**src/rtl/arb_pkg.sv**
```systemverilog
// Shared types and helpers for the round-robin one-hot arbiter.
package arb_pkg;

    typedef enum logic {
        IDLE  = 1'b0,
        GRANT = 1'b1
    } arb_state_e;

    function automatic int idx_width(input int n);
        return (n <= 1) ? 1 : $clog2(n);
    endfunction

    // Next priority position after v, wrapping at n-1 back to 0.
    function automatic int unsigned wrap_inc(input int unsigned v, input int unsigned n);
        return (v >= n - 1) ? 0 : v + 1;
    endfunction

endpackage

```
**src/rtl/rr_pick.sv**
```systemverilog
// Combinational round-robin winner search: first set request at or after ptr, wrapping.
module rr_pick
    import arb_pkg::*;
#(
    parameter int N_REQ = 16,
    parameter int IDX_W = idx_width(N_REQ)
) (
    input  logic [N_REQ-1:0] req,
    input  logic [IDX_W-1:0] ptr,
    output logic             found,
    output logic [IDX_W-1:0] idx
);

    localparam logic [IDX_W:0] N_EXT = (IDX_W + 1)'(N_REQ);

    logic [2*N_REQ-1:0] dbl;
    logic [N_REQ-1:0]   rot;
    logic [IDX_W:0]     off;
    logic [IDX_W:0]     sum;

    // Rotating the doubled vector puts position ptr at bit 0, so a plain
    // lowest-set-bit encode gives the distance from ptr to the winner.
    always_comb begin
        dbl   = {req, req} >> ptr;
        rot   = dbl[N_REQ-1:0];
        found = |req;
        off   = '0;
        for (int i = N_REQ - 1; i >= 0; i--) begin
            if (rot[i]) off = (IDX_W + 1)'(i);
        end
        sum = {1'b0, ptr} + off;
        if (sum >= N_EXT) sum = sum - N_EXT;
        idx = sum[IDX_W-1:0];
    end

endmodule

```
**src/rtl/rr_onehot_arbiter.sv**
```systemverilog
// Round-robin arbiter with registered one-hot and binary grant, plus optional hold timeout.
module rr_onehot_arbiter
    import arb_pkg::*;
#(
    parameter int N_REQ    = 16,
    parameter int IDX_W    = idx_width(N_REQ),
    parameter int MAX_HOLD = 8,
    parameter int HOLD_W   = 8
) (
    input  logic             clk,
    input  logic             reset_n,
    input  logic [N_REQ-1:0] req_i,
    output logic [N_REQ-1:0] gnt_o,
    output logic [IDX_W-1:0] gnt_idx_o,
    output logic             gnt_valid_o,
    output logic             gnt_new_o,
    output arb_state_e       dbg_state
);

    // With the timeout disabled the counter just saturates at all-ones and is never consulted.
    localparam logic [HOLD_W-1:0] HOLD_LIM = (MAX_HOLD == 0) ? {HOLD_W{1'b1}} : HOLD_W'(MAX_HOLD);
    localparam logic [HOLD_W-1:0] HOLD_MAX = HOLD_W'(MAX_HOLD);

    arb_state_e        state_q, state_d;
    logic [IDX_W-1:0]  idx_q, idx_d;
    logic [IDX_W-1:0]  ptr_q, ptr_d;
    logic [HOLD_W-1:0] hold_q, hold_d;
    logic              new_q, new_d;

    logic              found;
    logic [IDX_W-1:0]  pick_idx;
    logic              timeout;
    logic              arbitrate;

    rr_pick #(
        .N_REQ (N_REQ),
        .IDX_W (IDX_W)
    ) u_pick (
        .req   (req_i),
        .ptr   (ptr_q),
        .found (found),
        .idx   (pick_idx)
    );

    assign timeout = (MAX_HOLD != 0) && (hold_q == HOLD_MAX);

    always_comb begin
        state_d   = state_q;
        idx_d     = idx_q;
        ptr_d     = ptr_q;
        hold_d    = hold_q;
        new_d     = 1'b0;
        arbitrate = 1'b0;
        case (state_q)
            IDLE: arbitrate = 1'b1;
            GRANT: begin
                if (!req_i[idx_q] || timeout) begin
                    arbitrate = 1'b1;
                end else if (hold_q != HOLD_LIM) begin
                    hold_d = hold_q + 1'b1;
                end
            end
            default: arbitrate = 1'b1;
        endcase
        // On timeout the owner still requests, but ptr already sits just past it,
        // so it only wins again when nobody else is waiting.
        if (arbitrate) begin
            if (found) begin
                state_d = GRANT;
                idx_d   = pick_idx;
                ptr_d   = IDX_W'(wrap_inc(32'(pick_idx), N_REQ));
                hold_d  = HOLD_W'(1);
                new_d   = 1'b1;
            end else begin
                state_d = IDLE;
                idx_d   = '0;
                hold_d  = '0;
            end
        end
    end

    always_ff @(posedge clk or negedge reset_n) begin
        if (!reset_n) begin
            state_q <= IDLE;
            idx_q   <= '0;
            ptr_q   <= '0;
            hold_q  <= '0;
            new_q   <= 1'b0;
        end else begin
            state_q <= state_d;
            idx_q   <= idx_d;
            ptr_q   <= ptr_d;
            hold_q  <= hold_d;
            new_q   <= new_d;
        end
    end

    always_comb begin
        gnt_valid_o = (state_q == GRANT);
        gnt_idx_o   = idx_q;
        gnt_new_o   = new_q;
        dbg_state   = state_q;
        gnt_o       = gnt_valid_o ? (N_REQ'(1) << idx_q) : '0;
    end

endmodule
```
**config.mk**
```make
export PLATFORM = sky130hd
export DESIGN_NAME = rr_onehot_arbiter
export DESIGN_NICKNAME = d
export VERILOG_FILES = /design/src/rtl/arb_pkg.sv /design/src/rtl/rr_pick.sv /design/src/rtl/rr_onehot_arbiter.sv
export SDC_FILE = /design/constraint.sdc
export NUM_CORES = 1
export LEC_CHECK = 0
export BUFFER_PORTS_ARGS = -buffer_cell sky130_fd_sc_hd__buf_2
export CAP_MARGIN = 0
export CORE_UTILIZATION = 55
export CTS_CLUSTER_SIZE = 40
export DETAILED_ROUTE_END_ITERATION = 16
export PLACE_DENSITY = 0.86
export SYNTH_ARGS = -nofsm -noshare
export SYNTH_HDL_FRONTEND = slang
export SYNTH_HIERARCHICAL = 1
export SYNTH_SLANG_ARGS = --single-unit
```
**constraint.sdc**
```tcl
create_clock -name clk -period 5.4 [get_ports clk]
set_input_delay 1.08 -clock clk [delete_from_list [all_inputs] [get_ports clk]]
set_output_delay 1.08 -clock clk [all_outputs]
set_load 0.02 [all_outputs]
```
==> flow_summary.ini <==
[setup_path]
crit_top_cell = xnor2_1
start_kind = flip-flop
end_kind = flip-flop
critPathRequiredTime_ns = 5.54
cp.arrival_ns = 4.85
worstReg2RegStart = ptr_q[1]$_DFFE_PN0P_
path_class = reg2reg
cp_cell_sequence = mux4_1 > mux4_2 > nor2_1 > a21boi_0 > o21ai_1 > a31oi_1 > ha_1 > a21o_1 > a21oi_1 > xnor2_1 > xnor2_1 > o21ai_0 > mux2_2
rrSetupSlack_ns = 0.69
reg2reg_to = ptr_q[3]$_DFFE_PN0P_
cpPeakStageDelay_ns = 0.94
r2r_cells = 13
crit_slowest_cell = dfrtp_1
crit_fanout = 19

[finish]
drive_gt1_share_pct = 33.3
antenna_cells = 0
fin_area_um2 = 2550
syn_to_final_growth_pct = 9.45
fill_cells = 330
fin_nets = 278

[yosys]
synth_commonest_cells = 23 x nor2_1, 18 x dfrtp_1, 18 x nand2_1, 16 x mux4_2
netlist_area_um2 = 2330
ys.flop_type = dfrtp_1
synth.largest_area_cell = dfrtp_1
syn_nets = 247
synth.distinct_cells = 54
synth_top_area_share_pct = 19.3
ys_seq_elements = 18
ys_async_sr_fraction_pct = 100
synthTopCellsByArea = dfrtp_1 19%, mux4_2 15%, mux4_1 11%
synth_edf_count = 0
syn-instance-count = 222
yosysSeqAreaShare_pct = 19.3
synth_most_common_cell = nor2_1
ys.warnings.count = 6
avgSynthCellArea_um2 = 10.5

[timing]
timing.fmax_ghz = 0.213
min_period_ns = 4.71
finalCritPeriodShare_pct = 87.1
finClkSkew_ns = 0.00522
setup_viol = 0
timing.setup.tns_ns = 0
slew_headroom_pct = 39.1
drv_slew = 0
rsz0062_at_grt = false
worst_pin_slew_ns = 0.914
finalHoldViolations = 0

[placed_design]
dpl.hpwl_um = 4080
gp_congestion = 0.907
placed_cell_area_um2 = 2490
numPortBuffers = 40

[route]
postRouteAntennaNets = 0
firstDrtPassIters = 4
drt_iter0_drc = 50
route.vias.total = 1964
viasPerCell = 6.50
finalWirelength_um = 5360
wire_per_inst_um = 17.8
post-route-drc-count = 0

[global_routing]
grt_use_total_pct = 25.4
antenna_found_initial = 0
grt_pass1_wl_um = 8630
grt_max_degree = 20
overflow = 0
grt_pass1_vias = 1806

[clock_tree]
htree_levels = 1
clock-root-buffer = clkbuf_8
clockBufferDepth = 2
clk_pin_slew_ns = 0.07
cts_made_buffers = 3
worst_skew_pair.late_latency_ns = 0.25
cts_resized = 0
post_cts_buffers = 0
clock-sinks = 18
cts_tree = built
cts_hold_buffers = 0

[floorplanning]
start_util_pct = 57.8
die_w_um = 67.1
chipHeight_um = 67.1
coreArea_um2 = 4030
num_rows = 23
io_pins = 41
dieArea_um2 = 4500

[run]
maxCapViolations = 0

[hold_path]
worstHoldStart = hold_q[0]$_DFFE_PN0P_
min_path_cells = 1
holdPathEnd = hold_q[0]$_DFFE_PN0P_
min_path_type = reg2reg

[outcome]
status = completed
==> per-layer routing <==
metal | vias up | global-route usage, % | wire length, µm
li1 | 914 | - | -
met4 | 0 | 4.26 | 14
met3 | 2 | 3.60 | 221
met2 | 67 | 42.6 | 2770
met1 | 981 | 35.1 | 2350
met5 | - | 0 | 0
==> stage by stage <==
| step | cells | worst slack (ns) | util (%) | hold WS (ns) |
|---|---|---|---|---|
| finish | 302 | 0.694 | 63.3 | 0.529 |
| global placement | 298 | 0.682 | 61.9 | 0.509 |
| floorplan | 222 | 1.14 | - | 0.476 |
| CTS | 302 | 0.683 | 63.3 | 0.529 |
| global route | 302 | 0.293 | 63.3 | 0.567 |
| detailed placement | 298 | 0.591 | 61.9 | 0.520 |
==> critical path, delay by kind of cell, from the launching register on <==
kind                     cells  cell delay (ns)
adder cells (fa/ha/maj)      1             0.30
multiplexers                 3             1.54
AND/OR/NAND/NOR              1             0.17
flip-flops                   1             0.94
XOR/XNOR                     2             0.52
AO/OA/AOI/OAI                6             1.10
==> flip-flops by register name, summed over array words and instances (netlist names) <==
name and count:
dbg_state 1, gnt_idx_o 4, gnt_new_o 1, hold_q 8, ptr_q 4
==> logic make-up (layout without fill, tap and decap cells) <==
family	Yosys count	after routing	synth area share (%)
and+or+nand+nor	80	80	17.3
muxes	56	56	40.5
AOI/OAI and AO/OA	26	26	9.02
buffers and inverters	25	55	5.96
DFF	18	18	19.3
xor gates and xnor gates	10	10	3.76
adders and majority gates	7	7	4.08
==> cells in the final DEF (no fill, tap or decap), types with 2 or more instances in the layout <==
master / netlist / layout
ha_1: 6 / 6
nand2b_1: 4 / 4
nor2_1: 23 / 23
mux2_1: 4 / 4
xor2_1: 4 / 4
a31oi_1: 3 / 3
or2_1: 2 / 2
nand3_1: 7 / 7
mux4_1: 10 / 10
nor3_1: 8 / 8
nor3_2: 2 / 2
nor4_1: 6 / 6
inv_1: 10 / 10
dfrtp_1: 18 / 18
a21oi_1: 4 / 4
mux4_2: 16 / 16
mux2i_1: 13 / 13
o21ai_0: 3 / 3
buf_2: 2 / 40
xnor2_1: 6 / 6
nand2_1: 18 / 18
clkbuf_8: 0 / 4
mux2_2: 13 / 13
or2_4: 2 / 2
==> cell type report <==
type | instances | area [µm²] | share of cell area [%]
flip-flops and latches | 18 | 450 | 17.7
well taps | 50 | 62.6 | 2.45
repair buffers | 40 | 200 | 7.85
multi-input cells | 179 | 1740 | 68.3
clock buffers | 4 | 55.1 | 2.16
inverters | 11 | 41.3 | 1.62
==> worst max-delay path by stage <==
stage	slack (ns)	depth (start not counted)	start	endpoint
2_1_floorplan	1.14	13	req_i[7]	ptr_q[3]$_DFFE_PN0P_
5_1_grt	0.29	13	ptr_q[1]$_DFFE_PN0P_	ptr_q[3]$_DFFE_PN0P_
4_1_cts	0.68	13	ptr_q[1]$_DFFE_PN0P_	ptr_q[3]$_DFFE_PN0P_
3_3_place_gp	0.68	14	req_i[3]	ptr_q[3]$_DFFE_PN0P_
6_report	0.69	13	ptr_q[1]$_DFFE_PN0P_	ptr_q[3]$_DFFE_PN0P_
3_5_place_dp	0.59	14	req_i[7]	ptr_q[3]$_DFFE_PN0P_
Power is left out: the tool's default activity adds up to more than one toggle a clock period on the data nets, which glitch-free logic cannot reach.
